## config.mk

```make
export PLATFORM = sky130hd
export DESIGN_NAME = core_ifu
export DESIGN_NICKNAME = d
export VERILOG_FILES = /design/src/rtl/core_ifu_pkg.sv /design/src/rtl/core_ifu_buf.sv /design/src/rtl/core_ifu.sv
export SDC_FILE = /design/constraint.sdc
export NUM_CORES = 1
export LEC_CHECK = 0
export CAP_MARGIN = 20
export CELL_PAD_IN_SITES_DETAIL_PLACEMENT = 1
export CELL_PAD_IN_SITES_GLOBAL_PLACEMENT = 1
export CORE_MARGIN = 3
export CORE_UTILIZATION = 31
export DETAILED_ROUTE_END_ITERATION = 6
export HOLD_SLACK_MARGIN = 0.03
export PLACE_DENSITY_LB_ADDON = 0.1
export SYNTH_ARGS = -nofsm -noshare
export SYNTH_HDL_FRONTEND = slang
export SYNTH_SLANG_ARGS = --single-unit
```

## constraint.sdc

```tcl
create_clock -name clk -period 4 [get_ports clk]
set_input_delay 0.8 -clock clk [delete_from_list [all_inputs] [get_ports clk]]
set_output_delay 0.8 -clock clk [all_outputs]
set_load 0.01 [all_outputs]
```

## src/rtl/core_ifu_pkg.sv

```systemverilog
// Shared definitions for the instruction fetch unit: widths, FSM states
// and small helpers used by the fetch control and its output buffer.
package core_ifu_pkg;

    localparam int CPU_PC_SIZE   = 64;
    localparam int CPU_INST_SIZE = 32;
    localparam int IFU_PC_INC    = 4;

    // Fetch sequencer states; encodings match the core-wide defines.
    typedef enum logic [2:0] {
        IFU_ST_IDLE  = 3'd0,
        IFU_ST_REQ   = 3'd1,
        IFU_ST_WAIT  = 3'd2,
        IFU_ST_DRAIN = 3'd3,
        IFU_ST_HALT  = 3'd4
    } ifu_state_e;

    // Instructions are 32-bit aligned; anything else raises a fetch fault.
    function automatic logic isAligned(input logic [1:0] lowBits);
        return (lowBits == 2'b00);
    endfunction

endpackage

```

## src/rtl/core_ifu_buf.sv

```systemverilog
// One-entry valid/ready holding register between fetch and decode.
// Clear beats load, load beats consume; contents hold while presented
// and not yet taken.
module core_ifu_buf
    import core_ifu_pkg::*;
#(
    parameter int XLEN = CPU_PC_SIZE,
    parameter int ILEN = CPU_INST_SIZE
) (
    input  logic            clk,
    input  logic            rst_n,
    input  logic            i_load,
    input  logic            i_clear,
    input  logic [XLEN-1:0] i_ldPc,
    input  logic [ILEN-1:0] i_ldInst,
    input  logic            i_ldFault,
    input  logic            i_ready,
    output logic            o_valid,
    output logic [XLEN-1:0] o_pc,
    output logic [ILEN-1:0] o_inst,
    output logic            o_fault
);

    logic            r_valid;
    logic [XLEN-1:0] r_pc;
    logic [ILEN-1:0] r_inst;
    logic            r_fault;

    // Full flag: cleared by a redirect, set by a load, dropped when decode takes it.
    always_ff @(posedge clk or negedge rst_n) begin
        if (!rst_n) begin
            r_valid <= 1'b0;
        end else if (i_clear) begin
            r_valid <= 1'b0;
        end else if (i_load) begin
            r_valid <= 1'b1;
        end else if (r_valid && i_ready) begin
            r_valid <= 1'b0;
        end
    end

    // Payload only changes on a load so a stalled entry stays stable.
    always_ff @(posedge clk or negedge rst_n) begin
        if (!rst_n) begin
            r_pc    <= '0;
            r_inst  <= '0;
            r_fault <= 1'b0;
        end else if (i_load && !i_clear) begin
            r_pc    <= i_ldPc;
            r_inst  <= i_ldInst;
            r_fault <= i_ldFault;
        end
    end

    assign o_valid = r_valid;
    assign o_pc    = r_pc;
    assign o_inst  = r_inst;
    assign o_fault = r_fault;

endmodule

```

## src/rtl/core_ifu.sv

```systemverilog
// Instruction fetch unit: sole writer of the PC register, keeps at most one
// instruction-memory request in flight and hands fetched instructions to
// decode through a one-entry buffer. Redirects from execute override
// sequential fetch and cause stale responses to be dropped.
module core_ifu
    import core_ifu_pkg::*;
#(
    parameter int XLEN = CPU_PC_SIZE,
    parameter int ILEN = CPU_INST_SIZE
) (
    input  logic            clk,
    input  logic            rst_n,
    input  logic [XLEN-1:0] pc_cur_i,
    output logic [XLEN-1:0] pc_nxt_o,
    output logic            pc_wen_o,
    input  logic            redir_valid_i,
    input  logic [XLEN-1:0] redir_pc_i,
    output logic            imem_req_valid_o,
    input  logic            imem_req_ready_i,
    output logic [XLEN-1:0] imem_req_addr_o,
    input  logic            imem_rsp_valid_i,
    input  logic [ILEN-1:0] imem_rsp_data_i,
    input  logic            imem_rsp_err_i,
    output logic            id_valid_o,
    input  logic            id_ready_i,
    output logic [XLEN-1:0] id_pc_o,
    output logic [ILEN-1:0] id_inst_o,
    output logic            id_fault_o
);

    ifu_state_e      r_state;
    ifu_state_e      w_stateNext;
    logic [XLEN-1:0] r_inflightPc;

    logic            w_canAccept;
    logic            w_aligned;
    logic            w_latchInflight;
    logic            w_bufLoad;
    logic            w_bufClear;
    logic [XLEN-1:0] w_ldPc;
    logic [ILEN-1:0] w_ldInst;
    logic            w_ldFault;

    // The buffer can take a new entry if it is empty or is being drained now.
    assign w_canAccept = !id_valid_o || id_ready_i;
    assign w_aligned   = isAligned(pc_cur_i[1:0]);

    // Next-state, memory request, PC write and buffer load decisions.
    always_comb begin
        w_stateNext      = r_state;
        imem_req_valid_o = 1'b0;
        imem_req_addr_o  = '0;
        pc_wen_o         = 1'b0;
        pc_nxt_o         = '0;
        w_latchInflight  = 1'b0;
        w_bufLoad        = 1'b0;
        w_bufClear       = 1'b0;
        w_ldPc           = '0;
        w_ldInst         = '0;
        w_ldFault        = 1'b0;

        if (r_state == IFU_ST_IDLE) begin
            w_stateNext = IFU_ST_REQ;
        end else if (redir_valid_i) begin
            pc_wen_o   = 1'b1;
            pc_nxt_o   = redir_pc_i;
            w_bufClear = 1'b1;
            case (r_state)
                IFU_ST_WAIT,
                IFU_ST_DRAIN: w_stateNext = imem_rsp_valid_i ? IFU_ST_REQ : IFU_ST_DRAIN;
                default:      w_stateNext = IFU_ST_REQ;
            endcase
        end else begin
            case (r_state)
                IFU_ST_REQ: begin
                    imem_req_addr_o = pc_cur_i;
                    if (w_aligned) begin
                        imem_req_valid_o = w_canAccept;
                        if (w_canAccept && imem_req_ready_i) begin
                            pc_wen_o        = 1'b1;
                            pc_nxt_o        = pc_cur_i + XLEN'(IFU_PC_INC);
                            w_latchInflight = 1'b1;
                            w_stateNext     = IFU_ST_WAIT;
                        end
                    end else if (w_canAccept) begin
                        w_bufLoad   = 1'b1;
                        w_ldPc      = pc_cur_i;
                        w_ldFault   = 1'b1;
                        w_stateNext = IFU_ST_HALT;
                    end
                end
                IFU_ST_WAIT: begin
                    if (imem_rsp_valid_i) begin
                        w_bufLoad   = 1'b1;
                        w_ldPc      = r_inflightPc;
                        w_ldInst    = imem_rsp_data_i;
                        w_ldFault   = imem_rsp_err_i;
                        w_stateNext = imem_rsp_err_i ? IFU_ST_HALT : IFU_ST_REQ;
                    end
                end
                IFU_ST_DRAIN: begin
                    if (imem_rsp_valid_i) begin
                        w_stateNext = IFU_ST_REQ;
                    end
                end
                default: begin
                    w_stateNext = r_state;
                end
            endcase
        end
    end

    // FSM state register.
    always_ff @(posedge clk or negedge rst_n) begin
        if (!rst_n) begin
            r_state <= IFU_ST_IDLE;
        end else begin
            r_state <= w_stateNext;
        end
    end

    // Remember the address of the outstanding request for tagging its response.
    always_ff @(posedge clk or negedge rst_n) begin
        if (!rst_n) begin
            r_inflightPc <= '0;
        end else if (w_latchInflight) begin
            r_inflightPc <= pc_cur_i;
        end
    end

    core_ifu_buf #(
        .XLEN (XLEN),
        .ILEN (ILEN)
    ) u_buf (
        .clk       (clk),
        .rst_n     (rst_n),
        .i_load    (w_bufLoad),
        .i_clear   (w_bufClear),
        .i_ldPc    (w_ldPc),
        .i_ldInst  (w_ldInst),
        .i_ldFault (w_ldFault),
        .i_ready   (id_ready_i),
        .o_valid   (id_valid_o),
        .o_pc      (id_pc_o),
        .o_inst    (id_inst_o),
        .o_fault   (id_fault_o)
    );

endmodule
```

* Word-level counts from Yosys, hierarchy flattened
Cells that the tools add are included.
** Word-level totals
- Bits in registers :: 165
- Input bits :: 167
- Output and inout port bits :: 228
- Word-level logic and storage cells :: 81
** Operators by class
- Add/subtract/negate cells :: 1
- Equal/unequal tests :: 7
- Muxes and demuxes :: 55
- Reduce and logical (&&, ||, !) cells :: 12
** Operator list (count)
- 64-bit 2-to-1 mux :: 13
- 32-bit 2-to-1 mux :: 4
- 64-bit one-hot mux with 2 select lines :: 1
- 64-bit by 3-bit adder with 64-bit output, second input constant :: 1
- 1-bit 2-to-1 mux :: 24
- 3-bit 2-to-1 mux :: 8
- 5-bit inequality test, second input constant :: 2
- 3-bit one-hot mux with 3 select lines :: 1
- 4-bit inequality test, second input constant :: 2
- 3-bit by 2-bit == test with 1-bit output, second input constant :: 2
- 5-bit AND reduction :: 1
- 5-bit nonzero test :: 1
- 2-bit 2-to-1 mux :: 2
- 1-bit one-hot mux with 2 select lines :: 2
- 3-bit by 1-bit == test with 1-bit output, second input constant :: 1
- 1-bit logical AND :: 3
- 3-bit zero test :: 1
- 3-bit nonzero test :: 1
- 1-bit zero test :: 2
- 2-bit zero test :: 1
- 2-bit OR reduction :: 1
- 1-bit logical OR :: 1

* Logic depth before layout (Yosys ltp)
Gate-level depths: netlist of the first run.
- Depth in word-level cells :: 9
- Mapped depth :: 9
- Depth with buffers taken out :: 6

* Cells and area by module
A second synthesis of the first run with hierarchy kept.
** Unflattened totals
- Cells, all modules :: 1115
- Area, all modules :: 10028.4 sq um
** By module, submodules not included
- core_ifu :: times used 1, cells each 905, area an instance 6252.2 sq um, seq. area each 1676.6 sq um
- core_ifu_buf :: times used 1, cells each 210, area an instance 3776.1 sq um, seq. area each 2452.4 sq um

* Least setup slack after synthesis of the first run
OpenSTA, ideal clock, no wires.
- Path type :: input-to-output
- From :: input port pc_cur_i[33]
- To :: output port pc_nxt_o[43]
- Arrival time :: 2965 ps
- Data required time :: 3200 ps
- Setup slack :: 235 ps
- Cell stages on the path :: 8
- Buffers on the path :: 3
- Cell sequence :: clkbuf_1 -> nand4_1 -> or4_4 -> buf_6 -> or4_4 -> buf_6 -> or4_1 -> o211ai_1
** On the way
- Longest elaborated chain between the ends :: 6
** RTL lines
- from (decl) :: RTL line core_ifu.sv:13 : input logic [XLEN-1:0] pc_cur_i,
- 64-bit by 3-bit adder with 64-bit output :: RTL line core_ifu.sv:81 : pc_nxt_o = pc_cur_i + XLEN'(IFU_PC_INC);
- 64-bit 2-to-1 mux :: RTL line core_ifu.sv:79 : if (w_canAccept && imem_req_ready_i) begin
- 64-bit 2-to-1 mux :: RTL line core_ifu.sv:77 : if (w_aligned) begin
- 64-bit 2-to-1 mux :: RTL line core_ifu.sv:74 : case (r_state)
- 64-bit 2-to-1 mux :: RTL line core_ifu.sv:64 : end else if (redir_valid_i) begin
- 64-bit 2-to-1 mux :: RTL line core_ifu.sv:62 : if (r_state == IFU_ST_IDLE) begin
- to (decl) :: RTL line core_ifu.sv:14 : output logic [XLEN-1:0] pc_nxt_o,
Every way passes these cells.

* Worst setup path after layout of the first run
- From :: input port pc_cur_i[1]
- To :: output port pc_nxt_o[63]
** On the way
- Longest elaborated chain between the ends :: 6
- Elaborated cells on any way between the ends :: 7
- Classes of those cells :: add/sub: 1; mux: 5; reduce/logical: 1
** RTL lines (RTL line)
- 64-bit by 3-bit adder with 64-bit output :: core_ifu.sv:81
- 64-bit 2-to-1 mux :: core_ifu.sv:79
- 64-bit 2-to-1 mux * :: core_ifu.sv:77
- 64-bit 2-to-1 mux * :: core_ifu.sv:74
- 64-bit 2-to-1 mux * :: core_ifu.sv:64
- 64-bit 2-to-1 mux * :: core_ifu.sv:62
Mark *: on every way between the ends. The rest lies on a longest branch, timed or not.

==> run metrics, run 1 <==
status finished clean; Initial Util 31.6%; Yosys cell types 52; fin area 15300 µm²; CTS tree yes; area post-placement 14400 µm²; placed insts 1874; Tmin final 3.92 ns; Hold WC Path Type in2async; Final nets 1688; row cnt 62; total number of vias 10100; Max IR drop VDD 272 µV; Final WS setup 0.0805 ns; slowest stage cell on the critical path or4b_4; Max Freq 255 MHz; GR Util All Layers 26.1%; cts bufs inserted 17; Post-synth top cells nand2_1, dfrtp_1, clkbuf_1; pre-CTS worst setup slack -0.614 ns; initial antenna violation count 3; Max-cap violations 0; post-synthesis cell count 1037; vias in the first global route 10900; Clock Latency Late Sink 0.44 ns; Tot Pwr 7.29 mW; sw frac 36.4%; ys async rst share 100%; Total Routed Length 41600 µm; Fin Hold WS 0.328 ns; most common cell in the synthesized netlist nand2_1; grt total ovfl 0; Die Ht 178 µm; Die Wd 178 µm; Final Util 53.0%; CP Cell Sequence dlygate4sd2_1 > or3b_4 > or4b_4 > buf_6 > buf_4 > or4_4 > o211ai_1 > buf_2; Remaining DRCs 0; Slew headroom 40.7%; layout cells sized above 1 17.6%; slew at the pin closest to its max-slew limit 0.890 ns; clock slew at reported path FFs 0.09 ns; Setup TNS 0 ns; Hold Buf Count CTS 0; sequential fraction of the synthesis area 45.3%; Setup crit start pc_cur_i[1]; Yosys top cell area share 45.3%; power per cell area 476 nW/µm²; Final GP Congestion 0.848; non-filler cells, final 1919; cell area after synthesis 9120 µm²; clk sinks 165; Clk pwr share 23.2%; crit share post-route 98.0%; Avg Cell Area, Syn 8.80 µm²; Comb pwr share 40.9%; Post-synth EDFFs 0; WL/cell 21.7 µm; clock skew 0.0184 ns; core outline area 28900 µm²; slowest stage delay, CP 0.52 ns; switching power 2.65 mW; Layout area overhead 67.7%; Fin. Hold Viols 0; hpwl dp 29500 µm; sequential power share 35.8%; H-tree depth 4; CP Launch Type input port; Final setup viols 0; Die ar. 31500 µm²; prevailing post-synth register cell dfrtp_1; Synth area leaders dfrtp_1, nand2_1, o2bb2ai_1; Vias/cell 5.25; Worst EP arrival 3.12 ns; Boundary Pins 395; synth warn 0; CTS Buffer Depth 2; antenna-violating nets left 0; R2R Path Start r_state[2]$_DFFE_PN0P_; root buf cell clkbuf_16; critical setup path kind in2out; Yosys top cell by area dfrtp_1; maximum net fanout on the critical path 6; #FFs+latches synth 165; largest net degree at the start of global routing 70; drt pass-1 iters 5; number of I/O port buffers 394; DRT iter0 DRCs 607; Setup crit end kind output pin; static power due to leakage 6.71 nW; Slew Limit Fails 0; fill count 3342; RSZ-0062 raised after global routing no; first-pass GRT wire length 64400 µm; internal power 4.63 mW; post-synthesis net count 1205; CP required 3.20 ns
flip-flops by register name, indices dropped and copies added, names as in the netlist:
signal         count
r_inflightPc      64
r_state            3
u_buf.o_inst      32
u_buf.o_fault      1
u_buf.o_valid      1
u_buf.o_pc        64
worst max-delay path, delay by kind of cell:
kind / cells / cell delay, ns
compound gates: 1 / 0.10
buf+inv: 4 / 0.74
simple gates: 3 / 1.47
routing by layer:
metal / vias up / global-route usage [%] / wire [µm]
met5: - / 0 / 13
met4: 2 / 5.79 / 516
met3: 35 / 6.63 / 2730
met2: 307 / 45.0 / 20400
met1: 5059 / 33.1 / 17900
li1: 4673 / - / -
power by group through the flow:
stage | Sequential (mW) | Combinational, mW | Clock (mW)
2_1_floorplan | 2.69 | 1.12 | 0
3_3_place_gp | 2.60 | 2.97 | 0
3_5_place_dp | 2.63 | 3.02 | 0
4_1_cts | 2.61 | 3.03 | 1.72
5_1_grt | 2.68 | 3.24 | 1.80
6_report | 2.61 | 2.98 | 1.69
repair_timing:
action	4_1_cts	5_1_grt
endpoints found under the setup margin	62	44
buffers inserted	8	0
gates resized for setup	216	14
pin swaps	14	11
gates cloned	3	0
hold endpoints to repair	0	0
area by class of cell:
class | count | area, µm² | share of cell area [%]
Timing Repair Buffer | 560 | 5330 | 34.8
Multi-Input combinational cell | 765 | 4720 | 30.9
Sequential cell | 165 | 4130 | 27.0
Tap cell | 384 | 480 | 3.14
Clock buffer | 17 | 425 | 2.78
Clock inverter | 15 | 161 | 1.06
Inverter | 11 | 41.3 | 0.270
Antenna cell | 2 | 5.00 | 0.0327
placed cells by master (no fill, tap or decap), types with 12 or more instances in the layout:
master,netlist,routed
clkdlybuf4s15_2,0,32
and2_1,73,72
o2bb2ai_1,62,62
nor3_1,18,16
xor2_1,12,12
nand3_1,32,32
o21ai_0,48,28
dlygate4sd2_1,0,40
clkbuf_16,0,17
a22oi_1,63,63
buf_4,1,152
clkdlybuf4s50_1,0,305
dfrtp_1,165,165
nor4_1,20,13
o21ai_1,1,18
a22o_1,37,37
nor2_1,21,20
and3_1,15,13
nand4_1,19,19
nand2_1,238,237
xnor2_1,28,28
kinds of logic after synthesis:
kind of cell / after synthesis / share of synthesized area, %
AOI/OAI and AO/OA: 252 / 20.7
xor gates and xnor gates: 40 / 3.84
adders and majority gates: 1 / 0.137
buffers and inverters: 107 / 4.64
DFF: 165 / 45.3
muxes: 3 / 0.357
and+or+nand+nor: 469 / 25.1
path summary, 6_finish.rpt:
path                                                 to  slack, ns  cells past startpoint
min                          u_buf.o_pc[46]$_DFFE_PN0P_       0.33                      1
min reg2reg                 r_inflightPc[5]$_DFFE_PN0P_       0.48                      2
max                                        pc_nxt_o[63]       0.08                      8
max in group asynchronous   r_inflightPc[2]$_DFFE_PN0P_       2.65                      2
max reg2reg                r_inflightPc[20]$_DFFE_PN0P_       1.54                      8
min in group clk            r_inflightPc[5]$_DFFE_PN0P_       0.48                      2
No activity file was read; power rests on OpenSTA's default activity.
==> run 2, diff against run 1 <==
PLACE_DENSITY = 0.78   (was unset)
PLACE_DENSITY_LB_ADDON = unset   (was 0.1)
RECOVER_POWER = 50   (was unset)
SETUP_SLACK_MARGIN = 0.02   (was unset)
==> run 2 against run 1 <==
The run now ends with capacitance limit, slew limit left. Largest power group unchanged. Die area unchanged. Critical path type unchanged. Fmax about the same. Total power decreased by 1.4%.
==> run metrics, run 2 (synthesis gave the netlist of run 1 again) <==
status finished with violations (was finished clean); failing checks capacitance limit, slew limit; CTS Buffer Depth 2 (unchanged); Initial Util 31.6% (unchanged); RSZ-0062 raised after global routing no (unchanged); most frequent cells in the layout nand2_1, clkdlybuf4s50_1, dfrtp_1, buf_4, dlygate4sd3_1 (was clkdlybuf4s50_1, nand2_1, dfrtp_1, buf_4, and2_1); first-pass GRT wire length 63600 µm (was 64400 µm); Setup TNS 0 ns (unchanged); GR Util All Layers 25.7% (was 26.1%); H-tree depth 4 (unchanged); layout cells sized above 1 16.5% (was 17.6%); grt total ovfl 0 (unchanged); Worst EP arrival 3.12 ns (about the same); Vias/cell 5.31 (was 5.25); most common cell after layout, fill and taps aside nand2_1 (was clkdlybuf4s50_1); Final WS setup 0.0786 ns (was 0.0805 ns); core outline area 28900 µm² (unchanged); Die ar. 31500 µm² (unchanged); Fin. Hold Viols 0 (unchanged); Boundary Pins 395 (unchanged); fill count 3260 (was 3342); slew at the pin closest to its max-slew limit 2.00 ns (was 0.890 ns); static power due to leakage 7.14 nW (was 6.71 nW); Final GP Congestion 0.877 (was 0.848); Max Freq 255 MHz (about the same); Comb pwr share 40.3% (was 40.9%); hpwl dp 30200 µm (was 29500 µm); area post-placement 14500 µm² (was 14400 µm²); Tmin final 3.92 ns (about the same); CTS tree yes (unchanged); fin area 15400 µm² (was 15300 µm²); clock slew at reported path FFs 0.07 ns (was 0.09 ns); Worst R2R Setup Slack 1.58 ns (was 1.54 ns); Clock Latency Late Sink 0.42 ns (was 0.44 ns); cts bufs inserted 17 (unchanged); Hold WC Path Type reg2reg (was in2async); drt pass-1 iters 5 (unchanged); Total Routed Length 41700 µm (was 41600 µm); Fin Hold WS 0.478 ns (was 0.328 ns); placed insts 1872 (was 1874); DRT iter0 DRCs 587 (was 607); CP Launch Type input port (unchanged); Die Wd 178 µm (unchanged); sequential power share 36.1% (was 35.8%); clk sinks 165 (unchanged); Slew Limit Fails 74 (was 0); critical setup path kind in2out (unchanged); total number of vias 10200 (was 10100); row cnt 62 (unchanged); WL/cell 21.7 µm (about the same); antenna-violating nets left 0 (unchanged); Clk pwr share 23.6% (was 23.2%); Remaining DRCs 0 (unchanged); Slew headroom -33.2% (was 40.7%); switching power 2.59 mW (was 2.65 mW); crit share post-route 98.0% (about the same); Final nets 1692 (was 1688); root buf cell clkbuf_16 (unchanged); non-filler cells, final 1924 (was 1919); pre-CTS worst setup slack -0.588 ns (was -0.614 ns); maximum net fanout on the critical path 6 (unchanged); largest net degree at the start of global routing 74 (was 70); Die Ht 178 µm (unchanged); vias in the first global route 11000 (was 10900); internal power 4.59 mW (was 4.63 mW); initial antenna violation count 2 (was 3); Layout area overhead 68.7% (was 67.7%); Multi-input gate area 4810 µm² (was 4720 µm²); clock skew 0.0178 ns (was 0.0184 ns); sw frac 36.1% (was 36.4%); power per cell area 467 nW/µm² (was 476 nW/µm²); number of I/O port buffers 394 (unchanged); Max-cap violations 1 (was 0); Max IR drop VDD 276 µV (was 272 µV); Setup crit end kind output pin (unchanged); Final setup viols 0 (unchanged); Reg area 4130 µm² (unchanged); CP required 3.20 ns (about the same)
[run 2: changes by cell type in the layout (fill, tap and decap cells not counted), moves of 7 or more]
cell / before / now
o21ai_1: 18 / 3
dlygate4sd3_1: 0 / 98
o21ai_0: 28 / 45
nor4_1: 13 / 5
dlymetal6s2s_1: 6 / 17
clkdlybuf4s15_2: 32 / 3
dlygate4sd2_1: 40 / 47
clkdlybuf4s50_1: 305 / 221
[run 2: routing by layer]
metal | global-route usage, % | up-vias | routed length [µm]
li1 | - | 4691 | -
met5 | 0 | - | 0
met4 | 6.77 | 0 | 870
met2 | 45.6 | 307 | 21400
met1 | 31.2 | 5177 | 16800
met3 | 6.27 | 44 | 2490
[run 2: path summary, 6_finish.rpt]
path / startpoint / to / cells after the start
setup / recovery: pc_cur_i[29] / pc_nxt_o[47] / 7
hold / removal: r_inflightPc[35]$_DFFE_PN0P_ / r_inflightPc[35]$_DFFE_PN0P_ / 2
setup reg to reg: r_state[1]$_DFFE_PN0P_ / u_buf.o_pc[58]$_DFFE_PN0P_ / 6
hold reg to reg: r_inflightPc[35]$_DFFE_PN0P_ / r_inflightPc[35]$_DFFE_PN0P_ / 2
max in group asynchronous: rst_n / u_buf.o_inst[24]$_DFFE_PN0P_ / 2
min in group asynchronous: rst_n / r_inflightPc[29]$_DFFE_PN0P_ / 1
[run 2: per-stage QoR]
step	power [mW]	util, %
3_3_place_gp	5.56	50.1
5_1_grt	7.59	53.3
3_5_place_dp	5.67	50.1
2_1_floorplan	3.81	-
6_report	7.18	53.3
4_1_cts	7.38	53.0
[run 2: area by class of cell]
| cell class | instances | share of cell area, % |
|---|---|---|
| timing repair buffer | 564 | 34.6 |
| inverter | 11 | 0.268 |
| multi-input combinational | 765 | 31.3 |
| clock inverter | 14 | 1.02 |
| clock buffer | 18 | 2.85 |
| sequential | 165 | 26.8 |
| antenna | 3 | 0.0488 |
| tap | 384 | 3.12 |
[run 2: power groups by stage]
stage	Clock, mW	Sequential [mW]	Combinational, mW
after floorplan	0	2.69	1.12
after global placement	0	2.59	2.97
after detailed placement	0	2.62	3.05
after CTS	1.73	2.61	3.04
after global routing	1.80	2.66	3.13
final	1.70	2.59	2.89
[run 2: critical path, cell delays in order]
cell           delay, ns
dlygate4sd2_1       0.24
nand3_2             0.11
or4_4               0.55
or4_4               0.60
or4_4               0.53
o211ai_1            0.11
buf_2               0.17
[run 2: what timing repair did]
action	CTS	global route
setup buffers	13	2
pin swaps	15	11
hold buffers	0	0
cloned	2	0
endpoints found under the setup margin	62	33
gates resized for setup	112	33
==> run 3, diff against run 2 <==
ABC_AREA = 1   (was unset)
CAP_MARGIN = 25   (was 20)
CORE_UTILIZATION = 30   (was 31)
==> run 3 against run 2 <==
The flow still finishes with violations (capacitance limit, slew limit). Synthesized cell count is 41% higher. Synthesized area is 7.5% higher. Sequential cell count stayed put. Clock skew is 0.0048 ns lower. Cell count is 23% higher. Cell area is 2.0% higher. Critical path type unchanged. Largest power group unchanged.
==> run metrics, run 3 <==
grt peak-use layer met2 (unchanged); Max IR drop VDD 323 µV (was 276 µV); Yosys cell types 32 (was 52); status finished with violations (unchanged); prevailing post-synth register cell dfrtp_1 (unchanged); Final setup viols 0 (unchanged); hold depth 2 (unchanged); Die ar. 34900 µm² (was 31500 µm²); sequential fraction of the synthesis area 42.1% (was 45.3%); Max-cap violations 1 (unchanged); clock slew at reported path FFs 0.06 ns (was 0.07 ns); Tmin final 3.88 ns (was 3.92 ns); synth warn 0 (unchanged); Layout area overhead 60.0% (was 68.7%); maximum net fanout on the critical path 4 (was 6); Hold Buf Count CTS 0 (unchanged); cts bufs inserted 17 (unchanged); Comb pwr share 39.2% (was 40.3%); Slew headroom -77.2% (was -33.2%); WL/cell 20.3 µm (was 21.7 µm); Avg Cell Area, Syn 6.68 µm² (was 8.80 µm²); Post-synth EDFFs 0 (unchanged); Setup crit end kind output pin (unchanged); Synth area leaders dfrtp_1, nand2_1, o21ai_0 (was dfrtp_1, nand2_1, o2bb2ai_1); first-pass GRT wire length 74400 µm (was 63600 µm); Multi-input gate area 4920 µm² (was 4810 µm²); Post-synth top cells nand2_1, nor2_1, dfrtp_1 (was nand2_1, dfrtp_1, clkbuf_1); R2R depth 8 (was 6); Worst R2R Setup Slack 1.33 ns (was 1.58 ns); sequential power share 35.9% (was 36.1%); clk sinks 165 (unchanged); total number of vias 12000 (was 10200); switching power 2.68 mW (was 2.59 mW); critical setup path kind in2out (unchanged); core outline area 31900 µm² (was 28900 µm²); Fin. Hold Viols 0 (unchanged); failing checks capacitance limit, slew limit (unchanged); drt pass-1 iters 5 (unchanged); Total Routed Length 47900 µm (was 41700 µm); M2 GR Usage 45.7% (was 45.6%); antenna-violating nets left 0 (unchanged); crit share post-route 97.0% (was 98.0%); RSZ-0062 raised after global routing no (unchanged); post-synthesis cell count 1467 (was 1037); sw frac 36.0% (was 36.1%); GR Util All Layers 27.1% (was 25.7%); #FFs+latches synth 165 (unchanged); slew at the pin closest to its max-slew limit 2.66 ns (was 2.00 ns); cell area after synthesis 9800 µm² (was 9120 µm²); power per cell area 474 nW/µm² (was 467 nW/µm²); CTS Buffer Depth 2 (unchanged); Max Freq 258 MHz (was 255 MHz); fill count 4028 (was 3260); Die Ht 187 µm (was 178 µm); Clock Latency Late Sink 0.44 ns (was 0.42 ns); most frequent cells in the layout nand2_1, clkdlybuf4s50_1, dfrtp_1, nor2_1, inv_1 (was nand2_1, clkdlybuf4s50_1, dfrtp_1, buf_4, dlygate4sd3_1); Die Wd 187 µm (was 178 µm); Final GP Congestion 0.891 (was 0.877); ys async rst share 100% (unchanged); static power due to leakage 7.77 nW (was 7.14 nW); hold path endpoint u_buf.o_pc[39]$_DFFE_PN0P_ (was r_inflightPc[35]$_DFFE_PN0P_); CP Launch Type input port (unchanged); Vias/cell 5.07 (was 5.31); Yosys top cell by area dfrtp_1 (unchanged); H-tree depth 4 (unchanged); layout cells sized above 1 9.92% (was 16.5%); most common cell in the synthesized netlist nand2_1 (unchanged); vias in the first global route 12700 (was 11000); Boundary Pins 395 (unchanged); Hold WC Path Type reg2reg (unchanged); DRT iter0 DRCs 652 (was 587); initial antenna violation count 3 (was 2); CP required 3.20 ns (about the same); Reg area 4130 µm² (unchanged); number of I/O port buffers 394 (unchanged); fin area 15700 µm² (was 15400 µm²); Initial Util 30.7% (was 31.6%); GR Util met1 34.2% (was 31.2%); Remaining DRCs 0 (unchanged); post-synthesis net count 1635 (was 1205); Clk pwr share 25.0% (was 23.6%); Worst EP arrival 3.08 ns (was 3.12 ns); R2R Path Start u_buf.o_valid$_DFFE_PN0P_ (was r_state[1]$_DFFE_PN0P_); root buf cell clkbuf_16 (unchanged); area post-placement 14800 µm² (was 14500 µm²); Yosys top cell area share 42.1% (was 45.3%); Final nets 2081 (was 1692); largest net degree at the start of global routing 97 (was 74); Final Util 49.2% (was 53.3%); GR Layer Usage met3 5.84% (was 6.27%); internal power 4.76 mW (was 4.59 mW); Hold Path Origin u_buf.o_pc[39]$_DFFE_PN0P_ (was r_inflightPc[35]$_DFFE_PN0P_); hpwl dp 36000 µm (was 30200 µm); most common cell after layout, fill and taps aside nand2_1 (unchanged); row cnt 65 (was 62); Crit Reg-Reg Endpoint u_buf.o_pc[28]$_DFFE_PN0P_ (was u_buf.o_pc[58]$_DFFE_PN0P_); CTS tree yes (unchanged); clock skew 0.0130 ns (was 0.0178 ns); Slew Limit Fails 96 (was 74); grt total ovfl 0 (unchanged)
run 3: final cells by class:
type	count	share of cell area [%]
Multi-Input combinational cell	1073	31.4
Timing Repair Buffer	498	30.9
Sequential cell	165	26.3
Inverter	158	3.79
Tap cell	435	3.47
Clock buffer	19	2.82
Clock inverter	13	1.30
Antenna cell	2	0.0319
run 3: worst max-delay path by stage:
stage | startpoint | to | slack [ns]
floorplan | pc_cur_i[2] | pc_nxt_o[34] | 1.22
global placement | pc_cur_i[2] | pc_nxt_o[54] | -0.1
detailed placement | pc_cur_i[2] | pc_nxt_o[38] | -0.13
CTS | pc_cur_i[2] | pc_nxt_o[62] | 0.03
global route | pc_cur_i[3] | pc_nxt_o[59] | 0.02
finish | pc_cur_i[11] | pc_nxt_o[19] | 0.12
run 3: cells by family (layout without fill, tap and decap cells):
kind of cell	Yosys count	count (layout)	synth area share, %
AOI/OAI and AO/OA	224	224	12.3
xor gates and xnor gates	3	3	0.268
adders and majority gates	1	1	0.128
buffers and inverters	229	688	9.52
DFF	165	165	42.1
other	0	2	0
and+or+nand+nor	845	845	35.6
run 3: timing repair:
item / in CTS / in global routing
resized for setup: 29 / 57
endpoints found under the setup margin: 32 / 39
pin swaps: 1 / 10
buffers inserted: 1 / 7
run 3: critical path, cell delays in order:
cell and delay [ns]:
clkdlybuf4s50_1 0.56, nand2_1 0.16, nor2_4 0.17, nand2_2 0.09, nor2_4 0.18, nand2_1 0.13
buf_4 0.16, a21oi_1 0.10, o21ai_0 0.09, nand2_1 0.10, clkdlybuf4s50_1 0.54
run 3: stage by stage:
step | setup slack, ns | hold slack (ns) | TNS, ns | power (mW) | cells
finish | 0.119 | 0.467 | 0 | 7.44 | 2363
global route | 0.0221 | 0.494 | 0 | 7.91 | 2363
CTS | 0.0253 | 0.475 | 0 | 7.58 | 2354
detailed placement | -0.131 | 0.457 | -1.82 | 5.69 | 2321
global placement | -0.0951 | 0.454 | -0.785 | 5.59 | 2320
floorplan | 1.22 | 0.454 | 0 | 3.88 | 1467
run 3: layer usage:
layer  vias to the layer above  part of all wire (%)
li1                       5564                     -
met5                         -                 0.027
met2                       416                    48
met4                         2                   3.6
met1                      5898                    43
met3                        91                   5.7
run 3: power by group through the flow:
stage | Combinational, mW | Clock (mW) | Sequential, mW
after floorplan | 1.09 | 0 | 2.79
after global placement | 2.93 | 0 | 2.66
after detailed placement | 3.00 | 0 | 2.69
after CTS | 3.01 | 1.90 | 2.67
after global routing | 3.19 | 1.98 | 2.74
final | 2.91 | 1.86 | 2.67
